===== src/rtl/load_store_unit_if.sv =====
// Request and memory bus between a requester and the load/store unit.
// slave = the unit itself; master = the requester/memory side driving it.
interface load_store_unit_if;
    logic        START;
    logic        IS_STORE;
    logic [2:0]  OP;
    logic [31:0] ADDR;
    logic [31:0] WDATA;
    logic        BUSY;
    logic        DONE;
    logic        ERR;
    logic [31:0] LOAD_DATA;
    logic        MRd;
    logic        MWrt;
    logic [31:0] MEM_ADDR;
    logic [31:0] MEM_WDATA;
    logic [31:0] MEM_RDATA;

    modport master (
        output START, IS_STORE, OP, ADDR, WDATA, MEM_RDATA,
        input  BUSY, DONE, ERR, LOAD_DATA, MRd, MWrt, MEM_ADDR, MEM_WDATA
    );

    modport slave (
        input  START, IS_STORE, OP, ADDR, WDATA, MEM_RDATA,
        output BUSY, DONE, ERR, LOAD_DATA, MRd, MWrt, MEM_ADDR, MEM_WDATA
    );
endinterface


===== src/rtl/load_store_unit.sv =====
// Byte/half/word load-store engine with read-modify-write for sub-word stores.
// Latency 2 (loads, SW), 3 (SB/SH), 1 (rejected); START is dropped while BUSY.
module load_store_unit (
    input  logic             CLK,
    input  logic             RESET,
    load_store_unit_if.slave bus
);

    typedef enum logic [2:0] {IDLE, LOAD, STORE_RD, STORE_WR, RESP} state_t;

    state_t      state, state_nxt;
    logic        is_store_q;
    logic [2:0]  op_q;
    logic [31:0] addr_q;
    logic [31:0] wdata_q;
    logic [31:0] merge_q;
    logic [31:0] load_data_q;
    logic        err_q;

    logic        req_err;
    logic [7:0]  byte_sel;
    logic [15:0] half_sel;
    logic [31:0] ld_ext;
    logic [31:0] st_word;
    logic [31:0] word_addr;

    // Request legality is judged on the live inputs so IDLE can branch directly.
    always_comb begin
        req_err = 1'b0;
        if (bus.IS_STORE)
            req_err = bus.OP[2] || (bus.OP[1:0] == 2'b11);
        else
            req_err = (bus.OP == 3'b011) || (bus.OP == 3'b110) || (bus.OP == 3'b111);
        if ((bus.OP[1:0] == 2'b01) && bus.ADDR[0])
            req_err = 1'b1;
        if ((bus.OP[1:0] == 2'b10) && (bus.ADDR[1:0] != 2'b00))
            req_err = 1'b1;
    end

    always_ff @(posedge CLK) begin
        if (RESET)
            state <= IDLE;
        else
            state <= state_nxt;
    end

    always_comb begin
        state_nxt = state;
        case (state)
            IDLE: begin
                if (bus.START) begin
                    if (req_err)
                        state_nxt = RESP;
                    else if (!bus.IS_STORE)
                        state_nxt = LOAD;
                    else if (bus.OP[1:0] == 2'b10)
                        state_nxt = STORE_WR;
                    else
                        state_nxt = STORE_RD;
                end
            end
            LOAD:     state_nxt = RESP;
            STORE_RD: state_nxt = STORE_WR;
            STORE_WR: state_nxt = RESP;
            RESP:     state_nxt = IDLE;
            default:  state_nxt = IDLE;
        endcase
    end

    always_ff @(posedge CLK) begin
        if (RESET) begin
            is_store_q  <= 1'b0;
            op_q        <= 3'b000;
            addr_q      <= 32'h0;
            wdata_q     <= 32'h0;
            err_q       <= 1'b0;
            merge_q     <= 32'h0;
            load_data_q <= 32'h0;
        end else begin
            if ((state == IDLE) && bus.START) begin
                is_store_q <= bus.IS_STORE;
                op_q       <= bus.OP;
                addr_q     <= bus.ADDR;
                wdata_q    <= bus.WDATA;
                err_q      <= req_err;
            end
            if (state == LOAD)
                load_data_q <= ld_ext;
            if (state == STORE_RD)
                merge_q <= bus.MEM_RDATA;
        end
    end

    // Little-endian lane extraction; op_q[2] selects zero- over sign-extension.
    always_comb begin
        byte_sel = bus.MEM_RDATA[{addr_q[1:0], 3'b000} +: 8];
        half_sel = addr_q[1] ? bus.MEM_RDATA[31:16] : bus.MEM_RDATA[15:0];
        case (op_q[1:0])
            2'b00:   ld_ext = {{24{~op_q[2] & byte_sel[7]}}, byte_sel};
            2'b01:   ld_ext = {{16{~op_q[2] & half_sel[15]}}, half_sel};
            default: ld_ext = bus.MEM_RDATA;
        endcase
    end

    always_comb begin
        st_word = merge_q;
        case (op_q[1:0])
            2'b00:   st_word[{addr_q[1:0], 3'b000} +: 8] = wdata_q[7:0];
            2'b01:   st_word[{addr_q[1], 4'b0000} +: 16] = wdata_q[15:0];
            default: st_word = wdata_q;
        endcase
    end

    assign word_addr = {addr_q[31:2], 2'b00};

    always_comb begin
        bus.BUSY      = (state != IDLE);
        bus.DONE      = 1'b0;
        bus.ERR       = 1'b0;
        bus.MRd       = 1'b0;
        bus.MWrt      = 1'b0;
        bus.MEM_ADDR  = 32'h0;
        bus.MEM_WDATA = 32'h0;
        bus.LOAD_DATA = load_data_q;
        case (state)
            LOAD, STORE_RD: begin
                bus.MRd      = 1'b1;
                bus.MEM_ADDR = word_addr;
            end
            STORE_WR: begin
                bus.MWrt      = is_store_q;
                bus.MEM_ADDR  = word_addr;
                bus.MEM_WDATA = is_store_q ? st_word : 32'h0;
            end
            RESP: begin
                bus.DONE = 1'b1;
                bus.ERR  = err_q;
            end
            default: ;
        endcase
    end

endmodule


===== src/flat_wrapper.sv =====
// flat-port wrapper written by rule: the top's interface ports become plain ports
module load_store_unit_flat 
  (CLK, RESET, bus_START, bus_IS_STORE, bus_OP, bus_ADDR, bus_WDATA, bus_MEM_RDATA, bus_BUSY, bus_DONE, bus_ERR, bus_LOAD_DATA, bus_MRd, bus_MWrt, bus_MEM_ADDR, bus_MEM_WDATA);
  load_store_unit_if bus_i ();
  input  logic CLK;
  input  logic RESET;
  input wire logic [$bits(bus_i.START)-1:0] bus_START;
  input wire logic [$bits(bus_i.IS_STORE)-1:0] bus_IS_STORE;
  input wire logic [$bits(bus_i.OP)-1:0] bus_OP;
  input wire logic [$bits(bus_i.ADDR)-1:0] bus_ADDR;
  input wire logic [$bits(bus_i.WDATA)-1:0] bus_WDATA;
  input wire logic [$bits(bus_i.MEM_RDATA)-1:0] bus_MEM_RDATA;
  output wire logic [$bits(bus_i.BUSY)-1:0] bus_BUSY;
  output wire logic [$bits(bus_i.DONE)-1:0] bus_DONE;
  output wire logic [$bits(bus_i.ERR)-1:0] bus_ERR;
  output wire logic [$bits(bus_i.LOAD_DATA)-1:0] bus_LOAD_DATA;
  output wire logic [$bits(bus_i.MRd)-1:0] bus_MRd;
  output wire logic [$bits(bus_i.MWrt)-1:0] bus_MWrt;
  output wire logic [$bits(bus_i.MEM_ADDR)-1:0] bus_MEM_ADDR;
  output wire logic [$bits(bus_i.MEM_WDATA)-1:0] bus_MEM_WDATA;
  assign bus_i.START = bus_START;
  assign bus_i.IS_STORE = bus_IS_STORE;
  assign bus_i.OP = bus_OP;
  assign bus_i.ADDR = bus_ADDR;
  assign bus_i.WDATA = bus_WDATA;
  assign bus_i.MEM_RDATA = bus_MEM_RDATA;
  assign bus_BUSY = bus_i.BUSY;
  assign bus_DONE = bus_i.DONE;
  assign bus_ERR = bus_i.ERR;
  assign bus_LOAD_DATA = bus_i.LOAD_DATA;
  assign bus_MRd = bus_i.MRd;
  assign bus_MWrt = bus_i.MWrt;
  assign bus_MEM_ADDR = bus_i.MEM_ADDR;
  assign bus_MEM_WDATA = bus_i.MEM_WDATA;
  load_store_unit u_core (.CLK(CLK), .RESET(RESET), .bus(bus_i));
endmodule

===== config.mk =====
export PLATFORM = sky130hd
export DESIGN_NAME = load_store_unit_flat
export DESIGN_NICKNAME = d
export VERILOG_FILES = /design/src/rtl/load_store_unit_if.sv /design/src/rtl/load_store_unit.sv /design/src/flat_wrapper.sv
export SDC_FILE = /design/constraint.sdc
export NUM_CORES = 1
export LEC_CHECK = 0
export BUFFER_PORTS_ARGS = -buffer_cell sky130_fd_sc_hd__clkbuf_2
export CORE_ASPECT_RATIO = 1.75
export CORE_MARGIN = 2
export CORE_UTILIZATION = 52
export CTS_CLUSTER_DIAMETER = 200
export CTS_CLUSTER_SIZE = 14
export DETAILED_ROUTE_END_ITERATION = 16
export PLACE_DENSITY_LB_ADDON = 0.2
export SLEW_MARGIN = 20
export SYNTH_ARGS = -nofsm -noshare
export SYNTH_HDL_FRONTEND = slang
export SYNTH_SLANG_ARGS = --single-unit
export TNS_END_PERCENT = 100

===== constraint.sdc =====
create_clock -name CLK -period 2.7 [get_ports CLK]
set_input_delay 0.135 -clock CLK [delete_from_list [all_inputs] [get_ports CLK]]
set_output_delay 0.135 -clock CLK [all_outputs]
set_load 0.02 [all_outputs]

==> summary by stage, run 1 <==
Global route
The first global-routing pass estimated 37,200 um of wire. For this run the aggregate overflow at the end of global routing stands at 0. The global-route usage over all layers is 32.9%. Entering global routing, the biggest net connects 63 pins. The number of global-route vias before repair is 7,273.

The number of antenna violations at the first check in global routing is 0.

STA
The accumulated negative setup slack is 0 ns. The final critical path takes up 94.6% of the cycle. Setup repair after global routing left no endpoint under its margin. The worst slew margin relative to its limit is between 40% and 50%. The final period demand of the worst path is 2.55 ns.

The number of failing hold endpoints at the final stage was 0. The highest clock frequency the design can meet is 392 MHz. The final max-slew violation count came to 0.

At the pin with the least slew margin, the transition time is ~0.75 ns. Setup violations remaining at the end of the flow were counted as 0. The maximum clock skew at final layout is 0.00850 ns.

Clocking
The clock sink count is 136. The TritonCTS buffer count is 17. The number of buffers between clock root and the deepest sink is 2.

CTS placed an instance of sky130_fd_sc_hd__clkbuf_16 at the clock tree root. The TritonCTS clock tree is done. The worst-skew pair later-pin latency is 0.42 ns. After clock tree synthesis, the clock-pin slew on the worst setup and hold paths is roughly 0.060 ns. Post-CTS timing repair inserted 0 buffers for setup. The H-tree depth reported by CTS is 4.

Placed design
The placed instance area is 7980 um^2. The global placer's final weighted congestion is between 0.9 and 1. The post-DP HPWL is 16,000 um. The count of input and output buffers is 201.

Pwr
The highest ir drop seen on vdd is 0.514 mV. Summed over all cells, the static leakage comes to 3.87 nW. The cell area power density is 577 nW/um^2. The overall power after layout is 0.00542 W.

Setup path
In this run the worst path has a maximum fanout of 10. The setup check on the worst reg-to-reg path leaves a slack of 0.64 ns. The kind of start point of the critical path is a flip-flop. The required time at the endpoint of the critical path is 2.57 ns. The endpoint kind of the worst setup timing path is an output pin. The number of buffers and inverters on the critical path is 2.

By startpoint and endpoint, the worst setup path is classified as reg2out. The master of the slowest instance on the critical path is sky130_fd_sc_hd__ha_1. The data arrival time at the worst-slack endpoint is between 2 and 2.5 ns. The signal on the critical path passes through inv_1, ha_1, nor2_1, and4_1, a221o_1, a32o_1, clkbuf_2. Broken down by cell family, the worst path's largest delay share belongs to compound AO/OA/AOI/OAI gates.

The critical path's largest stage delay is 0.36 ns.

Final layout
After the last flow step, the layout net total stands at 1,252. The repair_antennas step left the layout with diodes totalling 0. From synthesis to final layout, the design area changed by 37.3%. The fraction of layout instances using a drive strength above 1 is 25.6%. The finished cells cover 9390 um^2.

Logic synthesis
The number of instances in the synthesized netlist is 897. The mean post-synth cell area is 7.63 um^2. Sorting the synthesized cells by area gives the leading types as sky130_fd_sc_hd__dfxtp_1 40%, sky130_fd_sc_hd__nand2_1 14%, sky130_fd_sc_hd__a21oi_1 8.1%. The number of flops mapped to enable cells by yosys is 0. The most used flip-flop cell after synthesis is sky130_fd_sc_hd__dfxtp_1.

Summing every instance area after synthesis gives 6840 um^2. Sequential cells were found to cover between 30% and 40% of the synthesized design area. The share of Yosys cell area claimed by the top area cell type is 39.8%. The number of flip-flops and latches in the synthesized netlist is 136. The dominant cell type by area after synthesis is sky130_fd_sc_hd__dfxtp_1. Yosys mapped the design onto 50 distinct sky130hd cell types. The number of warnings issued by yosys is 0.

The share of flip-flops with an asynchronous set or reset is 0%.

Drt
After detailed routing, the number of remaining DRC violations is 0. The total vias in the final route is 7,562. Before antenna repair, the detailed router went through 6 iterations.

Summed over all layers, the routed wires come to 23,400 um. Dividing the detail-routed wire length by the instance count gives 17.7 um. Using the TritonRoute via totals, the vias-per-cell ratio works out to about 5.7.

The number of antenna-violating nets in the routed design is 0. The initial detailed-routing violation count is 417.

Floorplanning
The die covers 14,100 um^2. The die is 156 um tall. Row generation in the floorplan step produced 55 rows. For this configuration, the core starts out at a cell density of 53.2%. The region available for standard cell placement spans roughly 13,000 um^2. The floorplan die width is 90.7 um. The number of top-level pins is 204.

Run status
The run finished with clean final reports.

Worst hold path
In this run the worst hold path is classified as in2reg.

Job
The reported max-cap violation count is 0.
cell usage after synthesis, types with 2 or more instances:
master and number:
sky130_fd_sc_hd__a32oi_1 5, sky130_fd_sc_hd__dfxtp_1 136, sky130_fd_sc_hd__or2_2 2, sky130_fd_sc_hd__ha_1 5, sky130_fd_sc_hd__o211ai_1 6, sky130_fd_sc_hd__o21ai_0 42
sky130_fd_sc_hd__a31oi_1 5, sky130_fd_sc_hd__nand3b_1 25, sky130_fd_sc_hd__a32o_1 8, sky130_fd_sc_hd__a221o_1 10, sky130_fd_sc_hd__clkbuf_1 49, sky130_fd_sc_hd__a21oi_1 111
sky130_fd_sc_hd__buf_2 22, sky130_fd_sc_hd__o211a_1 6, sky130_fd_sc_hd__o21a_1 3, sky130_fd_sc_hd__inv_1 14, sky130_fd_sc_hd__nand2_1 250, sky130_fd_sc_hd__a22oi_1 6
sky130_fd_sc_hd__clkinv_1 2, sky130_fd_sc_hd__nor3_1 12, sky130_fd_sc_hd__nor2b_1 8, sky130_fd_sc_hd__nor4_1 3, sky130_fd_sc_hd__mux2_2 15, sky130_fd_sc_hd__a2bb2oi_1 6
sky130_fd_sc_hd__and2_1 33, sky130_fd_sc_hd__a211oi_1 9, sky130_fd_sc_hd__mux2i_1 10, sky130_fd_sc_hd__nor2_1 27, sky130_fd_sc_hd__a221oi_1 16, sky130_fd_sc_hd__o22ai_1 20
sky130_fd_sc_hd__nand2b_1 3, sky130_fd_sc_hd__buf_4 4, sky130_fd_sc_hd__and4_1 3, sky130_fd_sc_hd__buf_1 5
placed cells by master, fill, tap and decap left out, types with 4 or more instances in the layout:
| cell type | netlist | layout |
|---|---|---|
| sky130_fd_sc_hd__a221oi_1 | 16 | 15 |
| sky130_fd_sc_hd__o211a_1 | 6 | 6 |
| sky130_fd_sc_hd__dlygate4sd3_1 | 0 | 82 |
| sky130_fd_sc_hd__clkinvlp_4 | 0 | 5 |
| sky130_fd_sc_hd__a21oi_1 | 111 | 111 |
| sky130_fd_sc_hd__a32o_1 | 8 | 8 |
| sky130_fd_sc_hd__mux2i_1 | 10 | 10 |
| sky130_fd_sc_hd__nor2_1 | 27 | 26 |
| sky130_fd_sc_hd__clkinv_2 | 0 | 4 |
| sky130_fd_sc_hd__inv_1 | 14 | 14 |
| sky130_fd_sc_hd__nand3b_1 | 25 | 25 |
| sky130_fd_sc_hd__nor2b_1 | 8 | 8 |
| sky130_fd_sc_hd__a32oi_1 | 5 | 5 |
| sky130_fd_sc_hd__ha_1 | 5 | 5 |
| sky130_fd_sc_hd__a221o_1 | 10 | 10 |
| sky130_fd_sc_hd__mux2_2 | 15 | 15 |
| sky130_fd_sc_hd__o21ai_0 | 42 | 42 |
| sky130_fd_sc_hd__clkbuf_16 | 0 | 17 |
| sky130_fd_sc_hd__o22ai_1 | 20 | 20 |
| sky130_fd_sc_hd__a211oi_1 | 9 | 9 |
| sky130_fd_sc_hd__and2_1 | 33 | 32 |
| sky130_fd_sc_hd__clkbuf_2 | 0 | 200 |
| sky130_fd_sc_hd__nor3_2 | 0 | 9 |
| sky130_fd_sc_hd__nand2_1 | 250 | 249 |
| sky130_fd_sc_hd__dfxtp_1 | 136 | 134 |
| sky130_fd_sc_hd__o211ai_1 | 6 | 6 |
| sky130_fd_sc_hd__a22oi_1 | 6 | 6 |
| sky130_fd_sc_hd__buf_4 | 4 | 24 |
| sky130_fd_sc_hd__a2bb2oi_1 | 6 | 6 |
| sky130_fd_sc_hd__a31oi_1 | 5 | 5 |
worst reg2reg max path, stage by stage, from the launching register on:
cell and delay (ns):
sky130_fd_sc_hd__dfxtp_2 0.35, sky130_fd_sc_hd__buf_12 0.28, sky130_fd_sc_hd__mux2i_1 0.39, sky130_fd_sc_hd__nor2_1 0.12, sky130_fd_sc_hd__a2111oi_4 0.60, sky130_fd_sc_hd__a211oi_1 0.17
stage by stage:
stage	utilization (%)	cells	setup WS [ns]	hold WS (ns)
after global placement	62.0	1214	0.532	0.357
after detailed placement	62.0	1214	0.485	0.363
after floorplan	-	898	0.0698	0.271
after global routing	73.0	1327	0.0221	0.00791
after CTS	72.8	1327	0.0245	0.00577
final	73.0	1327	0.147	0.00852
layout make-up:
type | count | area (um^2)
Clock buffer | 19 | 443
Inverter | 16 | 63.8
Sequential cell | 136 | 2730
Timing Repair Buffer | 308 | 2040
Tap cell | 171 | 214
Clock inverter | 12 | 128
Fill cell | 1078 | 3480
Multi-Input combinational cell | 665 | 3780
path summary, 6_finish.rpt:
check	cells after the start	end	from
hold / removal	3	u_core.merge_q[1]	bus_MEM_RDATA[1]
setup / recovery	7	bus_MEM_WDATA[18]	u_core.addr_q[0]
hold reg to reg	2	u_core.addr_q[15]	u_core.addr_q[15]
setup reg to reg	5	u_core.bus.LOAD_DATA[10]	u_core.addr_q[1]
timing repair:
action	CTS	global route
hold buffers	82	0
endpoints found under the setup margin	0	11
resized for setup	0	5
endpoints found under the hold margin	82	0
flip-flops by register name, indices dropped and copies added (netlist names):
| register | flops |
|---|---|
| u_core.is_store_q | 1 |
| u_core.wdata_q | 32 |
| u_core.err_q | 1 |
| u_core.merge_q | 32 |
| u_core.addr_q | 32 |
| u_core.bus.LOAD_DATA | 32 |
| u_core.state | 3 |
| u_core.op_q | 3 |
report_power, final:
| part | total (W) | switching [W] | internal, W |
|---|---|---|---|
| sequential | 0.00223 | 0.000104 | 0.00212 |
| clock | 0.00225 | 0.000880 | 0.00137 |
| combinational | 0.000939 | 0.000549 | 0.000391 |
routing by layer:
metal | routed length [um] | track usage, % | share of wire (%)
met3 | 1580 | 7.34 | 6.7
met2 | 12100 | 58.7 | 52
met1 | 8380 | 34.8 | 36
met4 | 1340 | 20.4 | 5.7
met5 | 0 | 0 | 0
kinds of logic after synthesis:
kind of cell | count (synthesis) | synth area share (%)
simple gates | 375 | 24.9
compound gates | 258 | 24.3
mux | 25 | 3.93
buf+inv | 97 | 6.05
other cells | 1 | 0.0548
fa+ha+maj | 5 | 0.915
flops | 136 | 39.8
Note: power is estimated with default switching activity, not from simulation.
==> run 2: changes to the inputs <==
--- a/config.mk
+++ b/config.mk
@@ -13,7 +13,8 @@
 export CTS_CLUSTER_SIZE = 14
 export DETAILED_ROUTE_END_ITERATION = 16
 export PLACE_DENSITY_LB_ADDON = 0.2
-export SLEW_MARGIN = 20
+export SETUP_SLACK_MARGIN = 0.3
+export SLEW_MARGIN = 0
 export SYNTH_ARGS = -nofsm -noshare
 export SYNTH_HDL_FRONTEND = slang
 export SYNTH_SLANG_ARGS = --single-unit
==> run 2 against run 1 <==
  * Worst setup slack gained 0.20 ns
  * Non-clock buffer count shrank 8
  * Sequential share of layout area shrank 0.44 points
  * Combinational power grew 3.5%
  * Maximum frequency grew 8.4%
  * Flip-flop and latch count is the same
  * Critical path type unchanged
  * Critical endpoint is now bus_MEM_WDATA[17]
  * Largest cell class unchanged
==> summary by stage, run 2 (synthesized netlist as in run 1, its figures left out) <==
Clocking
The TritonCTS clock tree is done (unchanged). The TritonCTS buffer count is 17 (unchanged). The clock input transition at the sequential cells of the worst setup and hold paths is 0.06 ns (about the same). The clock root buffer master is sky130_fd_sc_hd__clkbuf_16 (unchanged). The number of buffers between clock root and the deepest sink came to 2 (unchanged). The worst-skew pair later-pin latency came to 0.42 ns (about the same). The clock sink count came to 136 (unchanged). The H-tree depth reported by CTS came to 4 (unchanged).

Setup path
The data arrival time at the worst-slack endpoint is 2.22 ns (was 2.42 ns). The largest driver fanout on the critical path is 10 (unchanged). The required time at the endpoint of the critical path was 2.57 ns (about the same). The critical path's largest stage delay came to 0.41 ns (was 0.36 ns).

The master of the slowest instance on the critical path is sky130_fd_sc_hd__dfxtp_4 (was sky130_fd_sc_hd__ha_1). Sequence of cells on the critical path: clkinv_4, ha_4, and4_2, a221o_1, a32o_1, clkbuf_2 (was inv_1, ha_1, nor2_1, and4_1, a221o_1, a32o_1, clkbuf_2). The endpoint kind of the worst setup timing path was an output pin (unchanged).

The critical path start-end classification is reg2out (unchanged). The number of cells on the worst reg-to-reg path is 5 (unchanged). The kind of start point of the critical path is a flip-flop (unchanged).

Pwr
The internal power contribution was 0.00393 W (was 0.00389 W). The cell area power density was 576 nW/um^2 (was 577 nW/um^2). The fraction of power consumed by the clock network is 41.7% (was 41.6%). The highest ir drop seen on vdd is 0.522 mV (was 0.514 mV). The total net switching power is 0.00158 W (was 0.00153 W). The static leakage is 3.89 nW (was 3.87 nW).

The switching share of power was 28.6% (was 28.3%). The sequential fraction of design power was 40.7% (was 41.1%). The combinational share of power is 17.7% (was 17.3%).

Drt
The number of antenna-violating nets in the routed design is 0 (unchanged). The total vias in the final route is 7,487 (was 7,562). The detailed-route vias per instance is 5.67 (was 5.70). The initial detailed-routing violation count is 378 (was 417).

The number of remaining DRC errors is 0 (unchanged). The final wirelength is 23,300 um (was 23,400 um). The detailed-route wire length per cell is 17.7 um (about the same).

The first-pass iteration count of the detailed router came to 6 (unchanged).

Floorplanning
The number of core rows came to 55 (unchanged). The floorplan core area is 12,900 um^2 (unchanged). The number of top-level pins is 204 (unchanged). The floorplan die width is 90.7 um (unchanged). The height of the chip was 156 um (unchanged). The initial core utilization is 53.2% (unchanged). The area of the die came to 14,100 um^2 (unchanged).

Placed design
The count of input and output buffers was 201 (unchanged). The post-DP HPWL came to 15,900 um (was 16,000 um). The global placer's final weighted congestion is 0.928 (was 0.935). The pre-CTS setup slack was 0.440 ns (was 0.485 ns).

Job
The reported max-cap violation count came to 0 (unchanged).

STA
The maximum clock skew at final layout is 0.0104 ns (was 0.00850 ns). RSZ-0062 raised after global routing: yes (was no). The number of failing hold endpoints at the final stage came to 0 (unchanged). The post-route fraction of the period consumed by the critical path was 87.2% (was 94.6%). The highest clock frequency the design can meet is 425 MHz (was 392 MHz). The final-report setup violation count is 0 (unchanged). The transition time at the pin with the least slew margin came to 0.632 ns (was 0.751 ns). The final max-slew violation count is 0 (unchanged). The final worst-path setup slack is 0.345 ns (was 0.147 ns). The worst slew margin relative to its limit came to 57.9% (was 49.8%). The final period demand of the worst path is 2.35 ns (was 2.55 ns). The accumulated negative setup slack was 0 ns (unchanged).

Final layout
The layout-stage area growth over the synthesis result is 39.6% (was 37.3%). The number of nets in the final layout was 1,244 (was 1,252). The antenna diode count was 0 (unchanged). The fraction of layout instances using a drive strength above 1 is 27.6% (was 25.6%). The most common cell after layout, fill and taps aside is sky130_fd_sc_hd__nand2_1 (unchanged). Highest-count cells in the layout ignoring fill and taps: 249 x sky130_fd_sc_hd__nand2_1, 198 x sky130_fd_sc_hd__clkbuf_2, 133 x sky130_fd_sc_hd__dfxtp_1 (was 249 x sky130_fd_sc_hd__nand2_1, 200 x sky130_fd_sc_hd__clkbuf_2, 134 x sky130_fd_sc_hd__dfxtp_1).

Worst hold path
The hold-critical path depth is 3 (unchanged). The kind of path behind the tightest hold check is in2reg (unchanged).

Global route
The global-route wire length before repair is 37,100 um (was 37,200 um). The number of global-route vias before repair is 7,428 (was 7,273). The global-route usage over all layers is 32.9% (about the same). The residual overflow from global routing was 0 (unchanged). The pin count of the biggest net entering global routing is 63 (unchanged). The number of antenna violations at the first check in global routing came to 0 (unchanged).

Run status
Result of the run: complete, no violations (unchanged).
## run 2: changes by cell type in the layout (fill, tap and decap cells not counted), moves of 3 or more
cell | previous run | this run
sky130_fd_sc_hd__a21oi_1 | 111 | 106
sky130_fd_sc_hd__a21oi_2 | 0 | 5
sky130_fd_sc_hd__a221oi_1 | 15 | 8
sky130_fd_sc_hd__a221oi_2 | 1 | 8
sky130_fd_sc_hd__buf_12 | 2 | 5
sky130_fd_sc_hd__buf_4 | 24 | 17
sky130_fd_sc_hd__clkinv_2 | 4 | 1
sky130_fd_sc_hd__dlygate4sd3_1 | 82 | 77
sky130_fd_sc_hd__nor2_2 | 0 | 3
## run 2: what timing repair did
action,in CTS,in global routing
gates cloned,2,0
gates resized for setup,14,7
pin swaps,2,0
setup endpoints to repair,32,24
endpoints found under the hold margin,77,0
setup buffers,2,0
hold buffers,77,0
## run 2: per-stage QoR
stage          area, um^2  total power (W)  instances  util [%]  hold slack [ns]
6_report             9550          0.00550       1320      74.2           0.0134
5_1_grt              9550          0.00572       1320      74.2           0.0103
4_1_cts              9530          0.00551       1320      74.1          0.00106
3_5_place_dp         8030          0.00309       1207      62.4            0.363
3_3_place_gp         8030          0.00308       1207      62.4            0.358
2_1_floorplan        6970          0.00280        898         -            0.271
## run 2: worst paths after layout
| check | from | end | slack (ns) |
|---|---|---|---|
| max | u_core.addr_q[1] | bus_MEM_WDATA[17] | 0.35 |
| min | bus_MEM_RDATA[17] | u_core.merge_q[17] | 0.01 |
| max reg2reg | u_core.op_q[1] | u_core.bus.LOAD_DATA[3] | 0.72 |
| min reg2reg | u_core.addr_q[20] | u_core.addr_q[20] | 0.45 |
## run 2: critical path, delay by kind of cell, from the launching register on
kind | cells | cell delay (ns)
adders and majority gates | 1 | 0.26
DFF | 1 | 0.41
AOI/OAI and AO/OA | 2 | 0.58
and+or+nand+nor | 1 | 0.28
buffers and inverters | 2 | 0.28
## run 2: cell type report
type | count | area (um^2)
Inverter | 16 | 67.6
Fill cell | 1023 | 3320
Multi-Input combinational cell | 665 | 3890
Clock buffer | 19 | 443
Sequential cell | 136 | 2730
Tap cell | 171 | 214
Timing Repair Buffer | 300 | 2060
Clock inverter | 13 | 146
## run 2: routing by layer
| layer | up-vias | track usage [%] | wire length [um] |
|---|---|---|---|
| met1 | 3446 | 34.9 | 8420 |
| met3 | 93 | 7.58 | 1690 |
| met2 | 342 | 58.3 | 11700 |
| li1 | 3606 | - | - |
| met5 | - | 0 | 0 |
| met4 | 0 | 21.1 | 1540 |
## run 2: power by group through the flow
| stage | Clock, W | Combinational (W) | Sequential (W) |
|---|---|---|---|
| 2_1_floorplan | 0 | 0.000554 | 0.00225 |
| 3_3_place_gp | 0 | 0.000814 | 0.00227 |
| 3_5_place_dp | 0 | 0.000823 | 0.00227 |
| 4_1_cts | 0.00232 | 0.000957 | 0.00223 |
| 5_1_grt | 0.00241 | 0.00106 | 0.00225 |
| 6_report | 0.00229 | 0.000972 | 0.00224 |
